[config.mk]
export PLATFORM = sky130hd
export DESIGN_NAME = voice_mixer
export DESIGN_NICKNAME = d
export VERILOG_FILES = /design/src/rtl/voice_mixer_pkg.sv /design/src/rtl/voice_mixer_sat_clamp.sv /design/src/rtl/voice_mixer.sv
export SDC_FILE = /design/constraint.sdc
export NUM_CORES = 1
export LEC_CHECK = 0
export BUFFER_PORTS_ARGS = -buffer_cell sky130_fd_sc_hd__buf_4
export CORE_UTILIZATION = 35
export CTS_BUF_LIST = sky130_fd_sc_hd__clkbuf_8
export DETAILED_ROUTE_END_ITERATION = 6
export PLACE_DENSITY = 0.6
export SLEW_MARGIN = 20
export SYNTH_ARGS = -nofsm -noshare
export SYNTH_HDL_FRONTEND = slang
export SYNTH_SLANG_ARGS = --single-unit
export TNS_END_PERCENT = 100
[constraint.sdc]
create_clock -name clk -period 8.9 [get_ports clk]
set_input_delay 1.78 -clock clk [delete_from_list [all_inputs] [get_ports clk]]
set_output_delay 1.78 -clock clk [all_outputs]
set_load 0.05 [all_outputs]
[src/rtl/voice_mixer_pkg.sv]
// Shared constants and types for the voice mixer.
package voice_mixer_pkg;

  localparam int unsigned N_OSCILLATORS   = 8;
  localparam int unsigned SAMPLE_WIDTH    = 24;
  localparam int unsigned MIXER_VOL_WIDTH = 9;
  localparam int unsigned MIXER_VOL_UNITY = 1 << (MIXER_VOL_WIDTH - 1);

  typedef enum logic [1:0] {
    IDLE,
    ACCUM,
    SCALE,
    OUT
  } mixer_state_t;

  // Accumulator width that holds the sum of n full-scale w-bit samples.
  function automatic int unsigned mixer_acc_width(input int unsigned w, input int unsigned n);
    return (n <= 1) ? w : w + $clog2(n);
  endfunction

endpackage

[src/rtl/voice_mixer_sat_clamp.sv]
// Signed saturating width reduction: IN_W -> OUT_W, with a clip flag.
// IN_W must be strictly greater than OUT_W.
module sat_clamp #(
  parameter int unsigned IN_W  = 34,
  parameter int unsigned OUT_W = 24
) (
  input  logic [IN_W-1:0]  in_i,
  output logic [OUT_W-1:0] out_o,
  output logic             clipped_o
);

  logic [IN_W-OUT_W:0] upper;

  // Value fits when the bits above the output sign bit are a pure sign extension.
  always_comb begin
    upper     = in_i[IN_W-1:OUT_W-1];
    clipped_o = !((&upper) || !(|upper));
    out_o     = in_i[OUT_W-1:0];
    if (clipped_o) begin
      out_o = in_i[IN_W-1] ? {1'b1, {(OUT_W-1){1'b0}}} : {1'b0, {(OUT_W-1){1'b1}}};
    end
  end

endmodule

[src/rtl/voice_mixer.sv]
// Voice mixer: sums one signed sample per voice per sample tick, applies
// master volume (capped at unity), reduces to WIDTH and strobes out_valid.
// Optional feature macro: MIXER_SATURATE_EN (saturate instead of wrap).
module voice_mixer
  import voice_mixer_pkg::*;
#(
  parameter int unsigned WIDTH     = SAMPLE_WIDTH,
  parameter int unsigned N_VOICES  = N_OSCILLATORS,
  parameter int unsigned VOL_WIDTH = MIXER_VOL_WIDTH
) (
  input  logic                 clk,
  input  logic                 rst,
  input  logic                 sample_tick,
  input  logic [WIDTH-1:0]     voice_data [N_VOICES],
  input  logic [VOL_WIDTH-1:0] volume,
  output logic [WIDTH-1:0]     out_sample,
  output logic                 out_valid,
  output logic                 busy,
  output logic                 clip,
  output logic                 overrun
);

  localparam int unsigned ACC_W  = mixer_acc_width(WIDTH, N_VOICES);
  localparam int unsigned PROD_W = ACC_W + VOL_WIDTH + 1;
  localparam int unsigned IDX_W  = (N_VOICES > 1) ? $clog2(N_VOICES) : 1;

  localparam logic [IDX_W-1:0]     LAST_IDX = IDX_W'(N_VOICES - 1);
  localparam logic [VOL_WIDTH-1:0] VOL_UNITY = {1'b1, {(VOL_WIDTH-1){1'b0}}};

  mixer_state_t               state_q;
  logic [WIDTH-1:0]           snap_q [N_VOICES];
  logic [VOL_WIDTH-1:0]       vol_q;
  logic signed [ACC_W-1:0]    acc_q;
  logic [IDX_W-1:0]           idx_q;
  logic [WIDTH-1:0]           out_sample_q;
  logic                       out_valid_q;
  logic                       clip_q;
  logic                       overrun_q;

  logic [VOL_WIDTH-1:0]       gain;
  logic signed [PROD_W-1:0]   acc_ext;
  logic signed [PROD_W-1:0]   gain_ext;
  logic signed [PROD_W-1:0]   product;
  logic signed [PROD_W-1:0]   shifted;
  logic [WIDTH-1:0]           out_sample_d;
  logic                       clip_d;

  // Gain-scale the accumulated sum; gain is zero-extended so it stays positive.
  always_comb begin
    gain     = (vol_q > VOL_UNITY) ? VOL_UNITY : vol_q;
    acc_ext  = PROD_W'(acc_q);
    gain_ext = signed'(PROD_W'(gain));
    product  = acc_ext * gain_ext;
    shifted  = product >>> (VOL_WIDTH - 1);
  end

`ifdef MIXER_SATURATE_EN
  sat_clamp #(
    .IN_W  (PROD_W),
    .OUT_W (WIDTH)
  ) u_sat_clamp (
    .in_i      (shifted),
    .out_o     (out_sample_d),
    .clipped_o (clip_d)
  );
`else
  logic unused_hi;

  // Two's-complement wrap: keep the low WIDTH bits, never flag a clip.
  always_comb begin
    out_sample_d = shifted[WIDTH-1:0];
    clip_d       = 1'b0;
    unused_hi    = ^shifted[PROD_W-1:WIDTH];
  end
`endif

  // Mix sequencer: snapshot on tick, accumulate one voice per cycle, scale, strobe.
  always_ff @(posedge clk) begin
    if (rst) begin
      state_q      <= IDLE;
      for (int unsigned i = 0; i < N_VOICES; i++) begin
        snap_q[i] <= '0;
      end
      vol_q        <= '0;
      acc_q        <= '0;
      idx_q        <= '0;
      out_sample_q <= '0;
      out_valid_q  <= 1'b0;
      clip_q       <= 1'b0;
      overrun_q    <= 1'b0;
    end else begin
      out_valid_q <= 1'b0;
      if (sample_tick && (state_q != IDLE)) begin
        overrun_q <= 1'b1;
      end
      case (state_q)
        IDLE: begin
          if (sample_tick) begin
            for (int unsigned i = 0; i < N_VOICES; i++) begin
              snap_q[i] <= voice_data[i];
            end
            vol_q   <= volume;
            acc_q   <= '0;
            idx_q   <= '0;
            state_q <= ACCUM;
          end
        end
        ACCUM: begin
          acc_q <= acc_q + ACC_W'(signed'(snap_q[idx_q]));
          idx_q <= idx_q + 1'b1;
          if (idx_q == LAST_IDX) begin
            state_q <= SCALE;
          end
        end
        SCALE: begin
          out_sample_q <= out_sample_d;
          clip_q       <= clip_d;
          out_valid_q  <= 1'b1;
          state_q      <= OUT;
        end
        OUT: begin
          state_q <= IDLE;
        end
        default: begin
          state_q <= IDLE;
        end
      endcase
    end
  end

  assign out_sample = out_sample_q;
  assign out_valid  = out_valid_q;
  assign busy       = (state_q != IDLE);
  assign clip       = clip_q;
  assign overrun    = overrun_q;

endmodule

[Yosys cells after proc, flatten, opt, wreduce, memory -nomap -nowiden]
Memories as Yosys holds them, arrays and structs flattened. A register that Yosys moved wholly into a read port is not among the register bits.
Index checks and enable logic that the tools add are counted.
Word-level totals
  bits in registers: 67
  bits in writable memories: 192
  bits of input ports: 204
  output and inout bits: 28
  memories kept: 1
Memories
  snap_q: words 8, width 24, read ports 1, clocked after memory_dff 1, wr ports 8, RTL line voice_mixer.sv:31  | logic [WIDTH-1:0] snap_q [N_VOICES];
Cells by class
  add/subtract/negate cells: 2
  multiply operators: 1
  $lt $le $gt $ge: 1
  eq/ne operators: 6
  muxes and demuxes: 25
  bitwise logic cells: 8
  reductions and logical operators: 7
Operators by type and width (count)
  24-bit 2-to-1 mux: 8
  27-bit one-hot mux with 2 select lines: 1
  27-bit by 10-bit multiplier with 32-bit output: 1
  27-bit by 24-bit adder with 27-bit output: 1
  27-bit 2-to-1 mux: 1
  9-bit greater-than comparator (second input constant): 1
  3-bit 2-to-1 mux: 3
  9-bit 2-to-1 mux: 1
  1-bit bitwise OR: 8
  2-bit one-hot mux with 4 select lines: 1
  1-bit 2-to-1 mux: 7
  3-bit one-hot mux with 2 select lines: 1
  2-bit AND reduction: 3
  2-bit equality test (second input constant): 2
  2-bit 2-to-1 mux: 2
  2-bit != test (second input constant): 2
  2-bit nonzero test: 2
  3-bit by 1-bit adder with 3-bit output (second input constant): 1
  3-bit equality test (second input constant): 1
  2-bit by 1-bit equality test with 1-bit output (second input constant): 1
  2-bit logical NOT: 1
  1-bit logical AND: 1

[Depth between registers and ports, before layout]
  depth after elaboration: 5
  depth in mapped cells: 25

[Worst setup path before layout]
No wires, ideal clock.
  path kind: input -> register
  start point: input port rst
  end point: memory snap_q[0][0] (netlist bit) (enable)
  setup time: 0.544 ns
  arrival time: 5.939 ns
  required time: 8.356 ns
  path slack: 2.417 ns
  stages: 3
  path buffers: 1
  path through: clkbuf_1 a21oi_1 inv_1
RTL lines
  start: declaration: RTL line voice_mixer.sv:12  | input logic rst,
  end: declaration: RTL line voice_mixer.sv:31

[Final worst setup path]
  start point: register vol_q[8]
  end point: register out_sample_q[16] (netlist: out_sample[16])
Between the ends
  word-level cells in the longest chain between the ends: 3
RTL lines
  start: declaration: RTL line voice_mixer.sv:32  | logic [VOL_WIDTH-1:0] vol_q;
  start signal: assignment: RTL line voice_mixer.sv:102  | vol_q <= volume;
  9-bit greater-than comparator: RTL line voice_mixer.sv:50  | gain = (vol_q > VOL_UNITY) ? VOL_UNITY : vol_q;
  9-bit 2-to-1 mux (*): RTL line voice_mixer.sv:50
  27-bit by 10-bit multiplier with 32-bit output (*): RTL line voice_mixer.sv:53  | product = acc_ext * gain_ext;
  end signal: assignment: RTL line voice_mixer.sv:116  | out_sample_q <= out_sample_d;
  end: declaration: RTL line voice_mixer.sv:35  | logic [WIDTH-1:0] out_sample_q;
Mark *: on every way between the ends. The rest lies on a longest branch, timed or not.
A chain may end at the register's enable or synchronous reset.

==> results_dict.tcl <==
set metrics [dict create \
    status "complete, no violations" \
    dp_hpwl_um 34500 \
    crit_family "adder cells" \
    rows 85 \
    yosysMostFrequentCell "and2_1" \
    synth_top_flop_cell "edfxtp_1" \
    fillers 5212 \
    clkTransAtPathRegs_ps 60 \
    met3_usage_pct 3.61 \
    synth-seq-cells 262 \
    grtUsageMet2_pct 27.1 \
    antenna_found_initial 3 \
    r2r_cells 21 \
    p_sw_mw 1.50 \
    die-height_um 238 \
    grt_pass1_vias 13700 \
    end_kind "register" \
    synth_cell_types 68 \
    io_pins 232 \
    cts_tree "built" \
    cts_sinks 262 \
    synth_edf_count 192 \
    clock_latency_ps 620 \
    start_kind "register" \
    grt_pass1_wl_um 73800 \
    nets 2439 \
    syn_nets 2249 \
    grt-ovfl-total 0 \
    finalHoldViolations 0 \
    yosys-top-cells-area "edfxtp_1, fa_1, and2_1, dfxtp_1, ha_1" \
    setup_tns_ps 0 \
    holdCritPathClass "register to register" \
    cp.required_ps 9370 \
    fmax_mhz 142 \
    synth_seq_area_share_pct 36.9 \
    tightest_slew_ps 1040 \
    pre_cts_slack_ps 1990 \
    leakage_nw 10.4 \
    grt-busiest-layer "met2" \
    worst-r2r-setup-slack_ps 1880 \
    rsz0062_at_grt "false" \
    r2r-start "vol_q[8]$_SDFFE_PP0P_" \
    r2r_end "out_sample[16]$_SDFFE_PP0P_" \
    cp_common_cell "fa_1" \
    io_buffers 230 \
    cp.depth 21 \
    ir_drop_v 0.000131 \
    htreeDepth 2 \
    drtAntennaViolNets 0 \
    cts_buffers 46 \
    viasPerCell 4.81 \
    drtIter0Drc 691 \
    gp_routability_congestion 0.840 \
    synth.avg_cell_area_um2 11.0 \
    powerDensity_mw_per_mm2 187 \
    start_util_pct 35.8 \
    synth_top_cell_by_area "edfxtp_1" \
    hold_end "out_sample[7]$_SDFFE_PP0P_" \
    crit_fanout 28 \
    vias 13200 \
    max_stage_delay_ps 900 \
    critPathBufInv 4 \
    fin_ws_ps 1880 \
    synth_top_area_share_pct 29.7 \
    clockPowerShare_pct 23.6 \
    cp_cell_sequence "buf_4 > and2b_1 > nand2_1 > fa_1 > inv_1 > fa_1 > fa_1 > fa_1 > inv_1 > fa_1 > inv_1 > ha_1 > a21oi_1 > nor2_1 > a221oi_1 > a211oi_1 > o31ai_1 > a21oi_1 > or3b_1 > o2111ai_1 > a21oi_1" \
    cp.arrival_ps 7490 \
    final_util_pct 41.6 \
    min_period_over_period_pct 78.9 \
    hold_depth 2 \
    core_area_mm2 0.0543 \
    sw_frac_of_total_pct 35.4 \
    cts_resized 0 \
    postCtsSetupBuffers 0 \
    syn_to_final_growth_pct 16.5 \
    power_frac_comb_pct 33.0 \
    drv_slew 0 \
    synthCells 1773 \
    wl_per_cell_um 17.0 \
    fp.dieW_um 238 \
    synth_common_cells "and2_1, inv_1, edfxtp_1, nand2_1, fa_1" \
    hold_path_startpoint "out_sample[7]$_SDFFE_PP0P_" \
    synth_area_mm2 0.0194 \
    max_cap_violations 0 \
    wirelength_um 46400 \
    grt_max_degree 117 \
    holdBufCountCts 0 \
    seqPwrFrac_pct 43.3 \
    fin_skew_ps 21.5 \
    p_int_mw 2.74 \
    ys_async_sr_fraction_pct 0 \
    cp_slowest_cell "and2b_1" \
    use_met1_pct 22.9 \
    timing.slew.headroom_pct 30.8 \
    ys_warn_count 0 \
    drive_gt1_share_pct 19.1 \
    post-route-min-period_ps 7020 \
    clockBufferDepth 3 \
    crit_type "register to register" \
    setup_violations 0 \
    grtUsageTotal_pct 16.6 \
    cts-root-buf "clkbuf_8" \
    drt_first_pass_iters 5 \
    drc 0 \
    die_area_mm2 0.0565 \
]
==> power groups by stage <==
stage | clock network [mW] | logic (mW) | registers [mW]
CTS | 1.04 | 1.42 | 1.84
finish | 1.00 | 1.40 | 1.83
global placement | 0 | 1.39 | 1.85
global route | 1.09 | 1.55 | 1.87
detailed placement | 0 | 1.41 | 1.86
floorplan | 0 | 1.05 | 1.79
==> worst max path at each step <==
stage                                             end                   from  slack [ps]
final                     out_sample[16]$_SDFFE_PP0P_  vol_q[8]$_SDFFE_PP0P_        1880
after global routing      out_sample[16]$_SDFFE_PP0P_  vol_q[8]$_SDFFE_PP0P_        1570
after detailed placement  out_sample[16]$_SDFFE_PP0P_  vol_q[8]$_SDFFE_PP0P_        1990
after CTS                 out_sample[16]$_SDFFE_PP0P_  vol_q[8]$_SDFFE_PP0P_        1960
after global placement    out_sample[16]$_SDFFE_PP0P_  vol_q[8]$_SDFFE_PP0P_        2210
after floorplan            snap_q[0][0]$_SDFFCE_PN0P_                    rst        2420
==> kinds of logic (layout without fill, tap and decap cells) <==
logic type	Yosys count	count (layout)	synth area share, %
adders and majority gates	272	272	24.3
muxes	84	84	7.57
buffers and inverters	312	537	6.10
and+or+nand+nor	607	607	16.5
DFF	262	262	36.9
xor gates and xnor gates	49	49	2.21
other	1	3	0.0193
AOI/OAI and AO/OA	186	186	6.43
==> cells in the final DEF, fill, tap and decap left out, types with 5 or more instances in the layout <==
cell and n:
buf_4 245, and2_1 236, inv_1 224, edfxtp_1 192, nand2_1 182, fa_1 175
ha_1 97, dfxtp_1 68, nor2b_1 62, nor2_1 56, mux4_2 48, clkbuf_8 46
a21oi_1 44, o21ai_0 36, xnor2_1 25, xor2_1 24, a21o_1 24, mux2_2 23
a22oi_1 17, clkinv_1 15, nand3_1 14, mux2i_1 13, nand2b_1 12, a22o_1 9
a211oi_1 8, nor3_1 7, nand4_1 7, or3_1 7, o21a_1 6, o22ai_1 6
and3_1 6, a31oi_1 5, o21bai_1 5
==> flip-flops by register name (all words and copies together), names as in the netlist, named ones only <==
| name | flops |
|---|---|
| out_sample | 24 |
| idx_q | 3 |
| acc_q | 27 |
| overrun | 1 |
| snap_q | 192 |
| state_q | 2 |
| out_valid | 1 |
| vol_q | 9 |
==> through the flow <==
stage | hold WS [ps] | std cells | instance area, um^2 | total power, mW
detailed placement | 450 | 2654 | 21800 | 3.28
global placement | 447 | 2654 | 21800 | 3.24
floorplan | 441 | 1773 | 19400 | 2.84
global route | 484 | 2737 | 22600 | 4.51
finish | 455 | 2739 | 22600 | 4.23
CTS | 463 | 2737 | 22600 | 4.30
==> worst register-to-register path, cell delays in order (launching register included) <==
cell and delay [ps]:
dfxtp_1 420, buf_4 270, and2b_1 900, nand2_1 200, fa_1 570, inv_1 60, fa_1 550, fa_1 430
fa_1 490, inv_1 60, fa_1 480, inv_1 40, ha_1 340, a21oi_1 220, nor2_1 80, a221oi_1 460
a211oi_1 190, o31ai_1 430, a21oi_1 130, or3b_1 360, o2111ai_1 100, a21oi_1 90
==> final cells by class <==
type	count	area, um^2	share of cell area, %
clock buffers	46	633	2.80
clock inverters	37	178	0.785
well taps	739	925	4.09
multi-input cells	1199	11100	49.0
inverters	209	790	3.49
flip-flops and latches	262	7170	31.7
repair buffers	245	1840	8.13
diodes	2	5.00	0.0221
==> metal layers <==
layer  wire, um  vias up
li1           -     6266
met4        651        0
met1      21300     6462
met3       2970       57
met5          0        -
met2      21600      395
Note: power is estimated with default switching activity, not from simulation.
